[src/rtl/serial_subtractor.sv]
// Bit-serial subtractor: computes a - b - bin one bit per clock, LSB first,
// with a valid/ready handshake on both the operand and the result side.
module serial_subtractor #(
    parameter int unsigned WIDTH = 8
) (
    input  logic             clk,
    input  logic             rst_n,
    input  logic             in_valid,
    output logic             in_ready,
    input  logic [WIDTH-1:0] a,
    input  logic [WIDTH-1:0] b,
    input  logic             bin,
    output logic             out_valid,
    input  logic             out_ready,
    output logic [WIDTH-1:0] diff,
    output logic             bout,
    output logic             ovf,
    output logic             busy
);

    localparam int unsigned CW = (WIDTH > 1) ? $clog2(WIDTH) : 1;
    localparam logic [CW-1:0] LAST = CW'(WIDTH - 1);

    typedef enum logic [1:0] {
        IDLE,
        RUN,
        DONE
    } state_t;

    state_t           state;
    logic [WIDTH-1:0] a_q;
    logic [WIDTH-1:0] b_q;
    logic [WIDTH-1:0] res_q;
    logic [CW-1:0]    cnt;
    logic             br;

    logic             a_i;
    logic             b_i;
    logic             d_i;
    logic             br_nx;
    logic             ovf_nx;
    logic [WIDTH-1:0] res_nx;

    // Full-subtractor cell on the current bit; the only arithmetic in the block.
    always_comb begin
        a_i         = a_q[cnt];
        b_i         = b_q[cnt];
        d_i         = a_i ^ b_i ^ br;
        br_nx       = (~a_i & b_i) | (~(a_i ^ b_i) & br);
        res_nx      = res_q;
        res_nx[cnt] = d_i;
        ovf_nx      = (a_q[WIDTH-1] ^ b_q[WIDTH-1]) & (a_q[WIDTH-1] ^ res_nx[WIDTH-1]);
    end

    // Result is assembled in res_q so diff keeps the previous answer until DONE.
    always_ff @(posedge clk or negedge rst_n) begin
        if (!rst_n) begin
            state     <= IDLE;
            in_ready  <= 1'b1;
            out_valid <= 1'b0;
            busy      <= 1'b0;
            diff      <= '0;
            bout      <= 1'b0;
            ovf       <= 1'b0;
            a_q       <= '0;
            b_q       <= '0;
            res_q     <= '0;
            cnt       <= '0;
            br        <= 1'b0;
        end else begin
            case (state)
                IDLE: begin
                    if (in_valid) begin
                        a_q      <= a;
                        b_q      <= b;
                        br       <= bin;
                        cnt      <= '0;
                        res_q    <= '0;
                        state    <= RUN;
                        in_ready <= 1'b0;
                        busy     <= 1'b1;
                    end
                end
                RUN: begin
                    res_q <= res_nx;
                    br    <= br_nx;
                    cnt   <= cnt + CW'(1);
                    if (cnt == LAST) begin
                        diff      <= res_nx;
                        bout      <= br_nx;
                        ovf       <= ovf_nx;
                        out_valid <= 1'b1;
                        state     <= DONE;
                    end
                end
                DONE: begin
                    if (out_ready) begin
                        out_valid <= 1'b0;
                        in_ready  <= 1'b1;
                        busy      <= 1'b0;
                        state     <= IDLE;
                    end
                end
                default: begin
                    state     <= IDLE;
                    in_ready  <= 1'b1;
                    out_valid <= 1'b0;
                    busy      <= 1'b0;
                end
            endcase
        end
    end

endmodule

[config.mk]
export PLATFORM = sky130hd
export DESIGN_NAME = serial_subtractor
export DESIGN_NICKNAME = d
export VERILOG_FILES = /design/src/rtl/serial_subtractor.sv
export SDC_FILE = /design/constraint.sdc
export NUM_CORES = 1
export LEC_CHECK = 0
export CORE_ASPECT_RATIO = 0.75
export CORE_UTILIZATION = 53
export CTS_BUF_LIST = sky130_fd_sc_hd__clkbuf_8
export CTS_CLUSTER_DIAMETER = 150
export DETAILED_ROUTE_END_ITERATION = 8
export PLACE_DENSITY = 0.77
export SYNTH_ARGS = -nofsm -noshare
export SYNTH_HDL_FRONTEND = slang
export SYNTH_SLANG_ARGS = --single-unit
export TNS_END_PERCENT = 30
[constraint.sdc]
create_clock -name clk -period 2.85 [get_ports clk]
set_input_delay 0.57 -clock clk [delete_from_list [all_inputs] [get_ports clk]]
set_output_delay 0.57 -clock clk [all_outputs]
set_load 0.05 [all_outputs]
==> results.md, run 1 <==
- Outcome: completed
- Power Dens Cells: 1320 nW/um^2
- Slew headroom: 0.375
- CTS sink cnt: 43
- DIE WIDTH: 75.6 um
- Predominant post-synthesis flop cell: dfrtp_1
- Commonest cells after routing, fill and taps aside: dfrtp_1 (42), clkdlybuf4s50_1 (32), nand2_1 (21), o21ai_0 (18), mux2_2 (16)
- Hold_ws: 0.417 ns
- FILL cells: 262
- Area grow syn2layout: 21.9%
- Final Max Slew Viols: 0
- Final count of hold timing violations: 0
- Unique masters post-synth: 42
- Fin crit share: 0.888
- Largest net degree at the start of global routing: 44
- CTS buffer count: 5
- CP max FO: 10
- GR Overflow Total: 0
- Setup violations, final: 0
- EDFF count, synth: 0
- Setup bufs post-CTS: 0
- Synthesis Warnings: 0
- Final Critical Period: 2.53 ns
- Mapped Nets: 217
- Finished Cell Area: 2620 um^2
- CTS tree: yes
- Cells after Synth: 192
- Worst slew pin tran: 0.938 ns
- Post-synthesis sequential area ratio: 0.501
- Clk Latency, worst-skew pair: 0.30 ns
- CP Data Required Time: 3.07 ns
- Synth Cell Area: 2150 um^2
- Floorplan row count: 19
- Fin Setup TNS: 0 ns
- Setup Skew: 0.0117 ns
- Post-DP Area: 2510 um^2
- Final HPWL DP: 3.20 mm
- Hold WC Path Type: input pin to asynchronous set/reset pin
- Die height: 57.2 um
- Reg clk slew, reported paths: 0.09 ns
- PortBufs: 33
- Number of I/O pins: 34
- Antenna diodes: 0
- VDD IR max: 0.802 mV
- Antenna viol nets, final: 0
- Synthesized flop and latch total: 43
- Drt wl/cell: 15.9 um
- DR vias/cell: 5.61
- First-pass GRT wire length: 7.45 mm
- CTS Hold Bufs: 0
- Htree depth: 2
- Crit path kind: register to register
- Drt total wl: 4.43 mm
- Fmax: 395 MHz
- GPL Wtd Cong: 0.818
- Starting density of the core: 0.569
- Iteration-0 DRC count of the detailed router: 122
- CTS Buffer Depth: 2
- Clock Root Buffer: clkbuf_8
- Crit end category: register
- Vias in the first global route: 1525
- Gr usage total: 0.238
- Pre-Repair DR Iteration Count: 4
- Commonest non-fill, non-tap cell in the layout: dfrtp_1
- Unrepaired setup endpoints after global routing: no
- Max_cap viols: 0
- Die area: 4320 um^2
- Final #Nets: 251
- Via count: 1564
- Core area: 3780 um^2
- # DRC: 0
- Critical Path AT: 2.75 ns
- Avg Cell Area, Syn: 11.2 um^2
- Lkg Pwr: 1.13 nW
- Final core occ: 0.693
- Crit path launch type: register
- Asr flop ratio synth: 1.00
- Initial antenna violation count: 0
- Layout cells sized above 1: 0.185
- CTS resizes: 0
## cells in the mapped netlist (3+ instances only)
master / n / area share
a21oi_1: 7 / 0.016
nor3b_2: 3 / 0.017
mux2i_1: 10 / 0.047
buf_4: 6 / 0.021
clkbuf_1: 4 / 0.0070
nand2_1: 21 / 0.037
nand3b_1: 6 / 0.021
o21ai_0: 18 / 0.042
dfrtp_1: 42 / 0.49
mux2_2: 16 / 0.084
a22o_1: 4 / 0.016
inv_1: 8 / 0.014
nor2_1: 6 / 0.010
o22ai_1: 5 / 0.015
## stage by stage
stage               setup WS [ns]  cells  power (mW)
detailed placement          0.328    271        2.97
finish                      0.318    279        3.45
global route                0.169    279        3.71
CTS                         0.312    279        3.47
floorplan                   0.437    192        2.44
global placement            0.428    271        2.87
## critical path: stages (launching register included)
cell,delay [ns]
dfrtp_1,0.57
mux4_2,0.37
nor2b_1,0.16
a221o_1,0.28
fa_1,0.48
nand4_1,0.16
a211oi_1,0.25
a2bb2oi_1,0.20
## state kept, by name, indices dropped and copies added (netlist names)
register / cells
a_q: 8
b_q: 8
bout: 1
br: 1
busy: 1
cnt: 3
diff: 8
in_ready: 1
out_valid: 1
ovf: 1
res_q: 8
state: 2
## area by class of cell
cell class | count | area (um^2) | share of cell area
Clock inverter | 3 | 43.8 | 0.0167
Timing Repair Buffer | 41 | 385 | 0.147
Sequential cell | 43 | 1080 | 0.411
Clock buffer | 5 | 68.8 | 0.0263
Multi-Input combinational cell | 127 | 951 | 0.363
Tap cell | 52 | 65.1 | 0.0248
Inverter | 8 | 30.0 | 0.0115
## per-layer routing
metal	global-route usage	share of wire	up-vias
li1	-	-	746
met1	0.317	0.45	764
met2	0.376	0.49	48
met3	0.0777	0.052	6
met4	0.0661	0.012	0
met5	0	0	-
## power by group
group | internal, mW | switching, mW
Sequential | 0.887 | 0.219
Clock | 0.261 | 0.211
Combinational | 0.820 | 1.05
## cell families after synthesis
logic type | count (synthesis) | synth area share
adder cells (fa/ha/maj) | 4 | 0.0302
multiplexers | 27 | 0.141
flip-flops | 43 | 0.501
buffers and inverters | 22 | 0.0570
AND/OR/NAND/NOR | 50 | 0.134
AO/OA/AOI/OAI | 46 | 0.137
## path summary, 6_finish.rpt
kind / from / endpoint / slack [ns] / cells after the start
setup / recovery: cnt[2] / ovf / 0.32 / 7
min in group clk: diff[0] / diff[0] / 0.49 / 2
setup reg to reg: cnt[2] / ovf / 0.32 / 7
max in group asynchronous: rst_n / b_q[0] / 1.85 / 1
hold reg to reg: diff[0] / diff[0] / 0.49 / 2
hold / removal: rst_n / a_q[2] / 0.42 / 1
(Power assumes the default switching activity.)
==> run 2: changes to the inputs <==
Settings changed: SETUP_SLACK_MARGIN set to 0.2.
==> results.md, run 2 (synthesized netlist as in run 1, its figures left out) <==
- Fmax: 400 MHz (+1.4%)
- Max_cap viols: 0 (unchanged)
- CTS Hold Bufs: 0 (unchanged)
- Unrepaired setup endpoints after global routing: no
- Worst setup path endpoint: ovf
- DIE WIDTH: 75.6 um (unchanged)
- Met1 Routed Length: 1.98 mm (unchanged)
- FF-to-FF setup slack: 0.35 ns (+0.03 ns)
- Worst reg2reg path startpoint: cnt[1]
- Starting density of the core: 0.569 (unchanged)
- CTS buffer count: 5 (unchanged)
- Via count: 1564 (unchanged)
- Pre-Repair DR Iteration Count: 4 (unchanged)
- Overall Power: 3.45 mW (about the same)
- Htree depth: 2 (unchanged)
- Drt wl/cell: 15.9 um (unchanged)
- Initial antenna violation count: 0 (unchanged)
- Post-DP Area: 2510 um^2 (unchanged)
- Crit path kind: register to register
- Fin crit share: 0.876 (-0.0121)
- CP max FO: 3 (-7)
- Clock Root Buffer: clkbuf_8
- Final count of hold timing violations: 0 (unchanged)
- Setup Skew: 0.0117 ns (+0.00000120 ns)
- Clk Latency, worst-skew pair: 0.30 ns (about the same)
- # DRC: 0 (unchanged)
- VDD IR max: 0.802 mV (about the same)
- Outcome: completed
- GPL Wtd Cong: 0.818 (unchanged)
- CTS resizes: 0 (unchanged)
- Reg clk slew, reported paths: 0.09 ns (about the same)
- Setup bufs post-CTS: 0 (unchanged)
- Worst r2r path cells: 7 (unchanged)
- Slew headroom: 0.375 (about the same)
- FILL cells: 263 (+0.38%)
- Final #Nets: 251 (unchanged)
- Antenna diodes: 0 (unchanged)
- Core area: 3780 um^2 (unchanged)
- Commonest cells after routing, fill and taps aside: dfrtp_1 (41), clkdlybuf4s50_1 (32), nand2_1 (21), o21ai_0 (18), mux2_2 (16)
- Die height: 57.2 um (unchanged)
- CP Data Required Time: 3.07 ns (about the same)
- Final Max Slew Viols: 0 (unchanged)
- Area grow syn2layout: 21.9% (about the same)
- DR vias/cell: 5.61 (unchanged)
- PortBufs: 33 (unchanged)
- GR Overflow Total: 0 (unchanged)
- Number of I/O pins: 34 (unchanged)
- Top layer in use: met4
- Floorplan row count: 19 (unchanged)
- Wire length on met3: 230 um (unchanged)
- Met2 Wirelength: 2.17 mm (unchanged)
- Fin Setup TNS: 0 ns (unchanged)
- Final HPWL DP: 3.20 mm (unchanged)
- Final core occ: 0.694 (about the same)
- Lkg Pwr: 1.12 nW (-0.11%)
- CTS tree: yes
- Crit end category: register
- Drt total wl: 4.43 mm (unchanged)
- Critical Path AT: 2.72 ns (-0.03 ns)
- Hold WC Path Type: input pin to asynchronous set/reset pin
- CTS sink cnt: 43 (unchanged)
- Largest net degree at the start of global routing: 44 (unchanged)
- Iteration-0 DRC count of the detailed router: 122 (unchanged)
- Finished Cell Area: 2620 um^2 (about the same)
- Antenna viol nets, final: 0 (unchanged)
- Layout cells sized above 1: 0.189 (+0.00441)
- Reg-to-Reg End: ovf
- CP startpoint: cnt[1]
- DP Worst Slack: 0.328 ns (unchanged)
- First-pass GRT wire length: 7.45 mm (unchanged)
- Final Critical Period: 2.50 ns (-0.0345 ns)
- Gr usage total: 0.238 (unchanged)
- Crit path launch type: register
- Vias in the first global route: 1525 (unchanged)
- Worst slew pin tran: 0.938 ns (-0.0000911 ns)
- Setup violations, final: 0 (unchanged)
- Commonest non-fill, non-tap cell in the layout: dfrtp_1
- Power Dens Cells: 1320 nW/um^2 (about the same)
- PnR worst setup slack: 0.353 ns (+0.0345 ns)
- Die area: 4320 um^2 (unchanged)
- CTS Buffer Depth: 2 (unchanged)
==> run 2: worst max-delay path: stages, from the launching register on <==
cell       delay [ns]
dfrtp_1          0.39
mux4_2           0.51
nor2b_1          0.16
a221o_1          0.28
fa_1             0.48
nand4_1          0.16
a211oi_1         0.25
a2bb2oi_1        0.20
==> run 2: area by class of cell <==
cell class | count | area [um^2] | area share
sequential | 43 | 1080 | 0.411
multi-input combinational | 127 | 951 | 0.363
timing repair buffer | 41 | 385 | 0.147
clock buffer | 5 | 68.8 | 0.0262
tap | 52 | 65.1 | 0.0248
clock inverter | 3 | 43.8 | 0.0167
inverter | 8 | 30.0 | 0.0115
==> run 2: routing by layer <==
layer,vias up,GRT usage
met5,-,0
met4,0,0.0661
met3,6,0.0777
met2,48,0.376
met1,764,0.317
li1,746,-
==> run 2: metrics by stage <==
step                hold WS, ns  std cells
CTS                       0.438        279
global route              0.467        279
floorplan                 0.274        192
detailed placement        0.470        271
global placement          0.463        271
finish                    0.417        279
==> run 2: worst min path at each step <==
stage / start / endpoint / cells after the start
floorplan: rst_n / a_q[0] / 0
global placement: diff[7] / diff[7] / 2
detailed placement: diff[0] / diff[0] / 2
CTS: rst_n / a_q[2] / 1
global route: rst_n / a_q[2] / 1
finish: rst_n / a_q[2] / 1
==> run 2: where the power goes <==
group | switching [mW] | internal, mW | leakage [nW] | total, mW
clock network | 0.211 | 0.261 | 0.0581 | 0.472
logic | 1.05 | 0.820 | 0.536 | 1.87
registers | 0.219 | 0.888 | 0.529 | 1.11
